<file path="src/rtl/hack_ps2_keyboard.sv">
`default_nettype none
// ============================================================================
//  Module      : hack_ps2_keyboard
//  Description : PS/2 keyboard receiver for the Hack KBD register.
//                Synchronises and filters the PS/2 lines, assembles
//                11-bit frames, and decodes scan code set 2 make/break/E0
//                sequences. It presents the Hack key code of the held key,
//                or 0 when no key is down. Receive only: it never drives
//                the PS/2 lines.
//  Ports       : clk         - system clock
//                reset       - asynchronous active-high reset
//                ps2_clk     - raw PS/2 clock from the device (async)
//                ps2_data    - raw PS/2 data from the device (async)
//                key_code    - Hack code of the held key, 0 = none
//                frame_error - one-cycle pulse on parity, framing or
//                              timeout error
//  Revision    : 1.0 - initial release
// ============================================================================
module hack_ps2_keyboard #(
  parameter int WIDTH          = 16,
  parameter int FILTER_LEN     = 8,
  parameter int TIMEOUT_CYCLES = 5000
) (
  input  logic             clk,
  input  logic             reset,
  input  logic             ps2_clk,
  input  logic             ps2_data,
  output logic [WIDTH-1:0] key_code,
  output logic             frame_error
);

  localparam int FW = (FILTER_LEN > 1) ? $clog2(FILTER_LEN) : 1;
  localparam int TW = $clog2(TIMEOUT_CYCLES + 1);

  typedef enum logic [1:0] {
    ST_IDLE   = 2'd0,
    ST_DATA   = 2'd1,
    ST_PARITY = 2'd2,
    ST_STOP   = 2'd3
  } state_t;

  // --------------------------------------------------------------------------
  // Registers
  // --------------------------------------------------------------------------
  logic             clk_s1_q, clk_s2_q;
  logic             dat_s1_q, dat_s2_q;
  logic             clk_filt_q, clk_filt_d;
  logic [FW-1:0]    filt_cnt_q, filt_cnt_d;
  state_t           state_q, state_d;
  logic [2:0]       bit_cnt_q, bit_cnt_d;
  logic [7:0]       shift_q, shift_d;
  logic             parity_q, parity_d;
  logic [TW-1:0]    to_cnt_q, to_cnt_d;
  logic             byte_valid_q, byte_valid_d;
  logic             frame_error_q, frame_error_d;
  logic             ext_q, ext_d;
  logic             brk_q, brk_d;
  logic [WIDTH-1:0] key_code_q, key_code_d;

  logic             fall;
  logic [7:0]       mapped;
  logic [WIDTH-1:0] mapped_ext;

  // --------------------------------------------------------------------------
  // Scan code set 2 to Hack key code. Unlisted codes give 0.
  // --------------------------------------------------------------------------
  function automatic logic [7:0] map_code(input logic ext, input logic [7:0] sc);
    logic [7:0] r;
    r = 8'd0;
    if (ext) begin
      case (sc)
        8'h6B: r = 8'd130;  // Left
        8'h75: r = 8'd131;  // Up
        8'h74: r = 8'd132;  // Right
        8'h72: r = 8'd133;  // Down
        8'h6C: r = 8'd134;  // Home
        8'h69: r = 8'd135;  // End
        8'h7D: r = 8'd136;  // PgUp
        8'h7A: r = 8'd137;  // PgDn
        8'h70: r = 8'd138;  // Insert
        8'h71: r = 8'd139;  // Delete
        8'h5A: r = 8'd128;  // keypad Enter
        default: r = 8'd0;
      endcase
    end else begin
      case (sc)
        8'h1C: r = 8'd65;  8'h32: r = 8'd66;  8'h21: r = 8'd67;
        8'h23: r = 8'd68;  8'h24: r = 8'd69;  8'h2B: r = 8'd70;
        8'h34: r = 8'd71;  8'h33: r = 8'd72;  8'h43: r = 8'd73;
        8'h3B: r = 8'd74;  8'h42: r = 8'd75;  8'h4B: r = 8'd76;
        8'h3A: r = 8'd77;  8'h31: r = 8'd78;  8'h44: r = 8'd79;
        8'h4D: r = 8'd80;  8'h15: r = 8'd81;  8'h2D: r = 8'd82;
        8'h1B: r = 8'd83;  8'h2C: r = 8'd84;  8'h3C: r = 8'd85;
        8'h2A: r = 8'd86;  8'h1D: r = 8'd87;  8'h22: r = 8'd88;
        8'h35: r = 8'd89;  8'h1A: r = 8'd90;
        8'h45: r = 8'd48;  8'h16: r = 8'd49;  8'h1E: r = 8'd50;
        8'h26: r = 8'd51;  8'h25: r = 8'd52;  8'h2E: r = 8'd53;
        8'h36: r = 8'd54;  8'h3D: r = 8'd55;  8'h3E: r = 8'd56;
        8'h46: r = 8'd57;
        8'h29: r = 8'd32;   // space
        8'h5A: r = 8'd128;  // Enter
        8'h66: r = 8'd129;  // Backspace
        8'h76: r = 8'd140;  // Esc
        8'h05: r = 8'd141;  8'h06: r = 8'd142;  8'h04: r = 8'd143;
        8'h0C: r = 8'd144;  8'h03: r = 8'd145;  8'h0B: r = 8'd146;
        8'h83: r = 8'd147;  8'h0A: r = 8'd148;  8'h01: r = 8'd149;
        8'h09: r = 8'd150;  8'h78: r = 8'd151;  8'h07: r = 8'd152;
        8'h0E: r = 8'd96;   // `
        8'h4E: r = 8'd45;   // -
        8'h55: r = 8'd61;   // =
        8'h54: r = 8'd91;   // [
        8'h5B: r = 8'd93;   // ]
        8'h5D: r = 8'd92;   // backslash
        8'h4C: r = 8'd59;   // ;
        8'h52: r = 8'd39;   // '
        8'h41: r = 8'd44;   // ,
        8'h49: r = 8'd46;   // .
        8'h4A: r = 8'd47;   // /
        default: r = 8'd0;
      endcase
    end
    return r;
  endfunction

  // --------------------------------------------------------------------------
  // Input synchronisers (reset to the idle-high line level)
  // --------------------------------------------------------------------------
  always_ff @(posedge clk or posedge reset) begin
    if (reset) begin
      clk_s1_q <= 1'b1;
      clk_s2_q <= 1'b1;
      dat_s1_q <= 1'b1;
      dat_s2_q <= 1'b1;
    end else begin
      clk_s1_q <= ps2_clk;
      clk_s2_q <= clk_s1_q;
      dat_s1_q <= ps2_data;
      dat_s2_q <= dat_s1_q;
    end
  end

  // --------------------------------------------------------------------------
  // Glitch filter: a new ps2_clk level must persist FILTER_LEN consecutive
  // cycles; any return to the current level restarts the count.
  // --------------------------------------------------------------------------
  always_comb begin
    clk_filt_d = clk_filt_q;
    filt_cnt_d = '0;
    fall       = 1'b0;
    if (clk_s2_q != clk_filt_q) begin
      if (filt_cnt_q == FW'(FILTER_LEN - 1)) begin
        clk_filt_d = clk_s2_q;
        fall       = clk_filt_q & ~clk_s2_q;
      end else begin
        filt_cnt_d = filt_cnt_q + FW'(1);
      end
    end
  end

  // --------------------------------------------------------------------------
  // Frame FSM and timeout
  // --------------------------------------------------------------------------
  always_comb begin
    state_d       = state_q;
    bit_cnt_d     = bit_cnt_q;
    shift_d       = shift_q;
    parity_d      = parity_q;
    to_cnt_d      = to_cnt_q;
    byte_valid_d  = 1'b0;
    frame_error_d = 1'b0;

    if (fall) begin
      to_cnt_d = '0;
      case (state_q)
        ST_IDLE: begin
          if (!dat_s2_q) begin
            state_d   = ST_DATA;
            bit_cnt_d = 3'd0;
          end else begin
            frame_error_d = 1'b1;
          end
        end
        ST_DATA: begin
          shift_d = {dat_s2_q, shift_q[7:1]};
          if (bit_cnt_q == 3'd7) begin
            state_d = ST_PARITY;
          end else begin
            bit_cnt_d = bit_cnt_q + 3'd1;
          end
        end
        ST_PARITY: begin
          parity_d = dat_s2_q;
          state_d  = ST_STOP;
        end
        ST_STOP: begin
          // Odd parity over data + parity bit, plus a high stop bit.
          if (dat_s2_q && (^{shift_q, parity_q})) begin
            byte_valid_d = 1'b1;
          end else begin
            frame_error_d = 1'b1;
          end
          state_d = ST_IDLE;
        end
        default: state_d = ST_IDLE;
      endcase
    end else if (state_q != ST_IDLE) begin
      if (to_cnt_q == TW'(TIMEOUT_CYCLES - 1)) begin
        state_d       = ST_IDLE;
        frame_error_d = 1'b1;
        to_cnt_d      = '0;
      end else begin
        to_cnt_d = to_cnt_q + TW'(1);
      end
    end else begin
      to_cnt_d = '0;
    end
  end

  // --------------------------------------------------------------------------
  // Make/break decode. The received byte stays in shift_q while byte_valid
  // is high because the next fall is at least FILTER_LEN cycles away.
  // --------------------------------------------------------------------------
  assign mapped     = map_code(ext_q, shift_q);
  assign mapped_ext = {{(WIDTH-8){1'b0}}, mapped};

  always_comb begin
    ext_d      = ext_q;
    brk_d      = brk_q;
    key_code_d = key_code_q;
    if (frame_error_q) begin
      ext_d = 1'b0;
      brk_d = 1'b0;
    end else if (byte_valid_q) begin
      case (shift_q)
        8'hE0: ext_d = 1'b1;
        8'hF0: brk_d = 1'b1;
        8'hAA, 8'hFA, 8'hEE, 8'hFE, 8'h00, 8'hFF: begin
          // Device status/ack bytes carry no key information.
        end
        default: begin
          ext_d = 1'b0;
          brk_d = 1'b0;
          if (!brk_q) begin
            if (mapped != 8'd0) key_code_d = mapped_ext;
          end else if ((mapped != 8'd0) && (mapped_ext == key_code_q)) begin
            key_code_d = '0;
          end
        end
      endcase
    end
  end

  always_ff @(posedge clk or posedge reset) begin
    if (reset) begin
      clk_filt_q    <= 1'b1;
      filt_cnt_q    <= '0;
      state_q       <= ST_IDLE;
      bit_cnt_q     <= 3'd0;
      shift_q       <= 8'd0;
      parity_q      <= 1'b0;
      to_cnt_q      <= '0;
      byte_valid_q  <= 1'b0;
      frame_error_q <= 1'b0;
      ext_q         <= 1'b0;
      brk_q         <= 1'b0;
      key_code_q    <= '0;
    end else begin
      clk_filt_q    <= clk_filt_d;
      filt_cnt_q    <= filt_cnt_d;
      state_q       <= state_d;
      bit_cnt_q     <= bit_cnt_d;
      shift_q       <= shift_d;
      parity_q      <= parity_d;
      to_cnt_q      <= to_cnt_d;
      byte_valid_q  <= byte_valid_d;
      frame_error_q <= frame_error_d;
      ext_q         <= ext_d;
      brk_q         <= brk_d;
      key_code_q    <= key_code_d;
    end
  end

  assign key_code    = key_code_q;
  assign frame_error = frame_error_q;

endmodule
`default_nettype wire
</file>
<file path="config.mk">
export PLATFORM = sky130hd
export DESIGN_NAME = hack_ps2_keyboard
export DESIGN_NICKNAME = d
export VERILOG_FILES = /design/src/rtl/hack_ps2_keyboard.sv
export SDC_FILE = /design/constraint.sdc
export NUM_CORES = 1
export LEC_CHECK = 0
export BUFFER_PORTS_ARGS = -buffer_cell sky130_fd_sc_hd__buf_2
export CORE_MARGIN = 4
export CORE_UTILIZATION = 35
export DETAILED_ROUTE_END_ITERATION = 10
export GPL_TIMING_DRIVEN = 0
export PLACE_DENSITY = 0.57
export SETUP_SLACK_MARGIN = 0.3
export SLEW_MARGIN = 15
export SYNTH_ARGS = -nofsm -noshare
export SYNTH_HDL_FRONTEND = slang
export SYNTH_SLANG_ARGS = --single-unit
</file>
<file path="constraint.sdc">
create_clock -name clk -period 3 [get_ports clk]
set_input_delay 0.6 -clock clk [delete_from_list [all_inputs] [get_ports clk]]
set_output_delay 0.6 -clock clk [all_outputs]
set_load 0.01 [all_outputs]
</file>
* Word level (Yosys, flattened, before mapping)
Memory sizes are Yosys's and may differ from the RTL's.
Index checks and enable logic that the tools add are counted.
** Word-level totals
- Bits in latches :: 0
- Register bits after elaboration :: 55
- RAM bits :: 0
- Bits in read-only memories :: 2048
- Memories kept :: 1
- Output and inout bits :: 17
- Bits of input ports :: 4
** Cells by class
- Divide/modulo/power cells :: 0
- $add $sub $neg :: 3
- Eq/ne operators :: 33
- Muxes and demuxes :: 36
- Reductions and logical operators :: 23
- Shifts and indexed selects :: 0
- Multipliers :: 0
- $lt $le $gt $ge :: 0
- Bitwise logic cells :: 4
** Memories
- (name not given) :: words 256, bits a word 8, read ports 1, clocked after memory_dff 0, wr ports 0, line 86 : case (sc)
** Operator list (count)
- $eq A8 B7 Y1 const B :: 11
- $pmux W8 S11 :: 1
- $eq A8 B8 Y1 const B :: 7
- $mux W16 :: 3
- $mux W13 :: 3
- $eq A8 B16 Y1 :: 1
- $mux W1 :: 14
- $reduce_or A7 Y1 :: 2
- $add A13 B1 Y13 const B :: 1
- $eq A13 B13 Y1 const B :: 1
- $mux W3 :: 4
- $reduce_bool A2 Y1 :: 6
- $mux W2 :: 5
- $reduce_and A2 Y1 :: 5
- $reduce_xor A9 Y1 :: 1
- $logic_not A8 Y1 :: 1
- $mux W8 :: 1
- $pmux W2 S4 :: 1
- $reduce_and A4 Y1 :: 2
- $reduce_bool A8 Y1 :: 1
- $reduce_or A8 Y1 :: 1
- $add A3 B1 Y3 const B :: 2
- $eq A3 B3 Y1 const B :: 2
- $ne A2 B1 Y1 const B :: 3
- other kinds (12) :: 20

* Logic depth before layout (Yosys ltp)
- Depth after elaboration :: 7
- Mapped depth :: 13
- Gate-level depth less buffers :: 10

* Least setup slack after synthesis
Ideal clock, no wire load.
- Kind :: register -> register
- Start point :: reg shift_q[1]
- End point :: reg key_code_q[3] (netlist: key_code[3])
- Stages on the path, launching flop included :: 13
- Data required time :: 2866 ps
- Setup time :: 134 ps
- Slack :: -115 ps
- Data arrival time :: 2981 ps
- Cells stage by stage :: dfrtp_1 clkbuf_1 inv_1 ha_1 a211oi_1 a31oi_1 o2111ai_1 o211ai_1 a211o_1 nor4_2 clkbuf_1 nand3b_1 o211ai_1
** On the way
- Word-level cells in the longest chain between the ends :: 7
- Elaborated cells on any way between the ends :: 32
- Those cells by class :: eq/ne: 20; mux: 4; bitwise: 1; reduce/logical: 6; memory: 1
** Ends and longest elaborated chain
- from (decl) :: line 51 : logic [7:0] shift_q, shift_d;
- from (signal assigned) :: line 272 : shift_q <= shift_d;
- parallel branches: the longest is 7 deep, another holds $mem_v2 Z256 W8
- to (signal assigned) :: line 279 : key_code_q <= key_code_d;
- to (decl) :: line 58 : logic [WIDTH-1:0] key_code_q, key_code_d;
Several ways; the timed one is not identified. The select of a mux whose other input is x is not followed.
A chain may end at the register's enable or synchronous reset.

* Worst setup path after layout
- Start point :: reg shift_q[0]
- End point :: reg key_code_q[5] (netlist: key_code[5])
The elaborated chain is that of the path after synthesis.

==> reports/metrics.yaml <==
run_status:
  outcome: "complete, but fails checks"
  violations: "negative setup slack"
clock_network:
  tritoncts: "yes"
  max-clock-path-buffers: 2
  clock-root-buffer: "clkbuf_16"
  path_clk_slew_ps: 70
  holdBufCountCts: 0
  numCtsBuffers: 5
  h-tree-depth: 2
  clk_latency_ps: 290
  cts.sinks: 47
worst_setup_path:
  path_cells: "clkbuf_16, clkinvlp_4, ha_4, clkbuf_8, nor2b_2, o211ai_1, o221ai_1, a21o_1, a211o_1, nor4_4, clkbuf_8, nand3b_1, o211ai_1"
  critPathTopFamily: "compound AO/OA/AOI/OAI gates"
  path_class: "reg2reg"
  worstPathMaxFanout: 10
  worstPathRequired_ps: 3170
  reg2reg_from: "shift_q[0]"
  reg2reg_to: "key_code[5]"
  arrival_ps: 3290
  path_buf_inv: 4
  rrSetupSlack_ps: -130
  critPathMaxStageDelay_ps: 410
  slowest_stage: "dfrtp_2"
  reg2reg_depth: 13
  startpoint_type: "flop"
  endpoint_kind: "flop"
logic_synthesis:
  synth_top_area_share_pct: 25.7
  yosys-top-cells-area: "dfrtp_1 (26%), ha_1 (5.2%), nand2_1 (3.9%)"
  synthTopCellsByCount: "dfrtp_1 (42), nand2_1 (42), nor2_1 (36)"
  synth_top_area_cell: "dfrtp_1"
  ys.warnings.count: 0
  syn_area_mm2: 0.00409
  ys_seq_area_share_pct: 28.9
  ys.flop_type: "dfrtp_1"
  ys_seq_elements: 47
  synth_async_sr_flop_share_pct: 100
  synth_edf_count: 0
  synth_cells: 491
  postSynthAreaPerCell_um2: 8.33
  ys_types: 78
final_layout:
  diodes: 0
  nets: 565
  syn2layout_area_growth_pct: 25.5
  drive_above_1_share_pct: 28.3
  fin_area_mm2: 0.00513
  final_util_pct: 44.9
drt:
  drtIter0Drc: 396
  firstDrtPassIters: 5
  vias: 4136
  ant_nets: 0
  wire_per_inst_um: 19.3
  routed_wl_mm: 13.3
  post-route-drc-count: 0
  vias_per_cell: 6.01
sta:
  hold_ws_ps: 316
  slew_headroom_pct: 56.3
  fin_crit_sh_pct: 104
  worst_pin_slew_ps: 655
  setup_viol: 8
  rsz0062_at_grt: "true"
  hold_viol: 0
  period_needed_ps: 3130
  final.setup.tns_ps: -815
  fin_skew_ps: 8.22
  timing.final.ws_setup_ps: -127
  slew_viol_final: 0
  max_freq_mhz: 320
die:
  die_h_um: 116
  rows: 39
  ioPinCount: 21
  core_area_mm2: 0.0114
  die-area_mm2: 0.0135
  die_width_um: 116
  initial_utilization_pct: 35.8
placed_design:
  dpl_cell_area_mm2: 0.00448
  gp_congestion: 0.963
  io_buffers: 12
  hpwlAfterDp_mm: 9.54
global_routing:
  grt_pass1_vias: 3914
  groute.usage.overall_pct: 20.1
  grt_max_degree: 29
  antenna_found_initial: 0
  grt_pass1_wl_mm: 21.1
  grt-ovfl-total: 0
min_path:
  hp-class: "in2async"
pwr:
  p_leak_nw: 2.13
  power_density_mw_per_mm2: 249
  power_mw: 1.28
  ir_drop_mv: 0.214
job:
  maxCapViolCount: 0
-- worst max-delay path by stage --
| stage | start | endpoint | slack (ps) | cells past startpoint |
|---|---|---|---|---|
| 2_1_floorplan | shift_q[1] | key_code[3] | 150 | 13 |
| 3_3_place_gp | shift_q[1] | key_code[5] | -750 | 12 |
| 3_5_place_dp | shift_q[1] | key_code[5] | -670 | 12 |
| 4_1_cts | shift_q[1] | key_code[6] | -180 | 12 |
| 5_1_grt | shift_q[1] | key_code[6] | -240 | 10 |
| 6_report | shift_q[0] | key_code[5] | -130 | 13 |
-- where the power goes --
group / leakage, nW / internal [mW] / switching, mW
combinational: 1.43 / 0.0273 / 0.0334
clock: 0.0658 / 0.307 / 0.245
sequential: 0.634 / 0.656 / 0.00756
total: 2.13 / 0.990 / 0.286
-- logic make-up (layout without fill, tap and decap cells) --
logic type	after synthesis	in the layout	synth area share, %
adder cells (fa/ha/maj)	17	17	5.20
AND/OR/NAND/NOR	193	193	25.6
AO/OA/AOI/OAI	135	135	25.0
multiplexers	15	15	3.98
XOR/XNOR	20	20	4.29
buffers and inverters	63	110	6.92
flip-flops	47	47	28.9
other	1	8	0.0917
-- worst reg2reg max path, delay by kind of cell, from the launching register on --
family	cells	cell delay [ps]
compound gates	5	1050
fa+ha+maj	1	210
buf+inv	4	650
flops	1	410
simple gates	3	690
-- stage by stage --
step	cells	setup WS, ps
2_1_floorplan	498	155
3_3_place_gp	653	-754
3_5_place_dp	654	-674
4_1_cts	676	-180
5_1_grt	688	-237
6_report	688	-127
-- flip-flops by register name (all words and copies together), names as in the netlist, 2 cells and up --
| signal | count |
|---|---|
| bit_cnt_q | 3 |
| filt_cnt_q | 3 |
| key_code | 8 |
| shift_q | 8 |
| state_q | 2 |
| to_cnt_q | 13 |
-- placed cells by master (no fill, tap or decap), types with 6 or more instances in the layout --
cell       Yosys  final
o211ai_1      11     11
a211oi_1      10      6
nand4_1        7      7
nor3_1        10     10
and2_1         6      6
xnor2_1       10      9
clkbuf_4       0      7
o21ai_0       30     28
ha_1          17     12
nand2b_1      17     15
buf_4          8     33
clkbuf_16      0      7
a21o_1         6      6
a21oi_1       18     16
nor2_1        36     36
dfrtp_1       42     40
inv_1         17     14
nand3_1       20     20
a31oi_1        7      6
clkbuf_1      22     11
buf_2         13     20
nor2b_1       14     10
conb_1         1      8
nand2_1       42     41
mux2_2        10     10
xor2_1        10     10
-- repair_timing --
action / in CTS / in global routing
endpoints found under the setup margin: 8 / 9
hold endpoints to repair: 0 / 0
pin swaps: 17 / 20
setup buffers: 14 / 12
gates cloned: 1 / 0
resized for setup: 22 / 47
-- area by class of cell --
| type | instances | area (µm²) |
|---|---|---|
| inverter | 18 | 75.1 |
| fill | 1144 | 6290 |
| buffer | 44 | 310 |
| timing repair buffer | 40 | 299 |
| tap | 143 | 179 |
| multi-input combinational | 388 | 2940 |
| clock inverter | 3 | 20.0 |
| clock buffer | 5 | 125 |
| sequential | 47 | 1180 |
-- routing by layer --
layer	GRT usage [%]	vias up	share of wire, %
met3	3.66	38	8.6
li1	-	1901	-
met1	28.0	1989	43
met5	0	-	0
met2	31.0	208	45
met4	7.35	0	3.2
No activity file was read; power rests on OpenSTA's default activity.
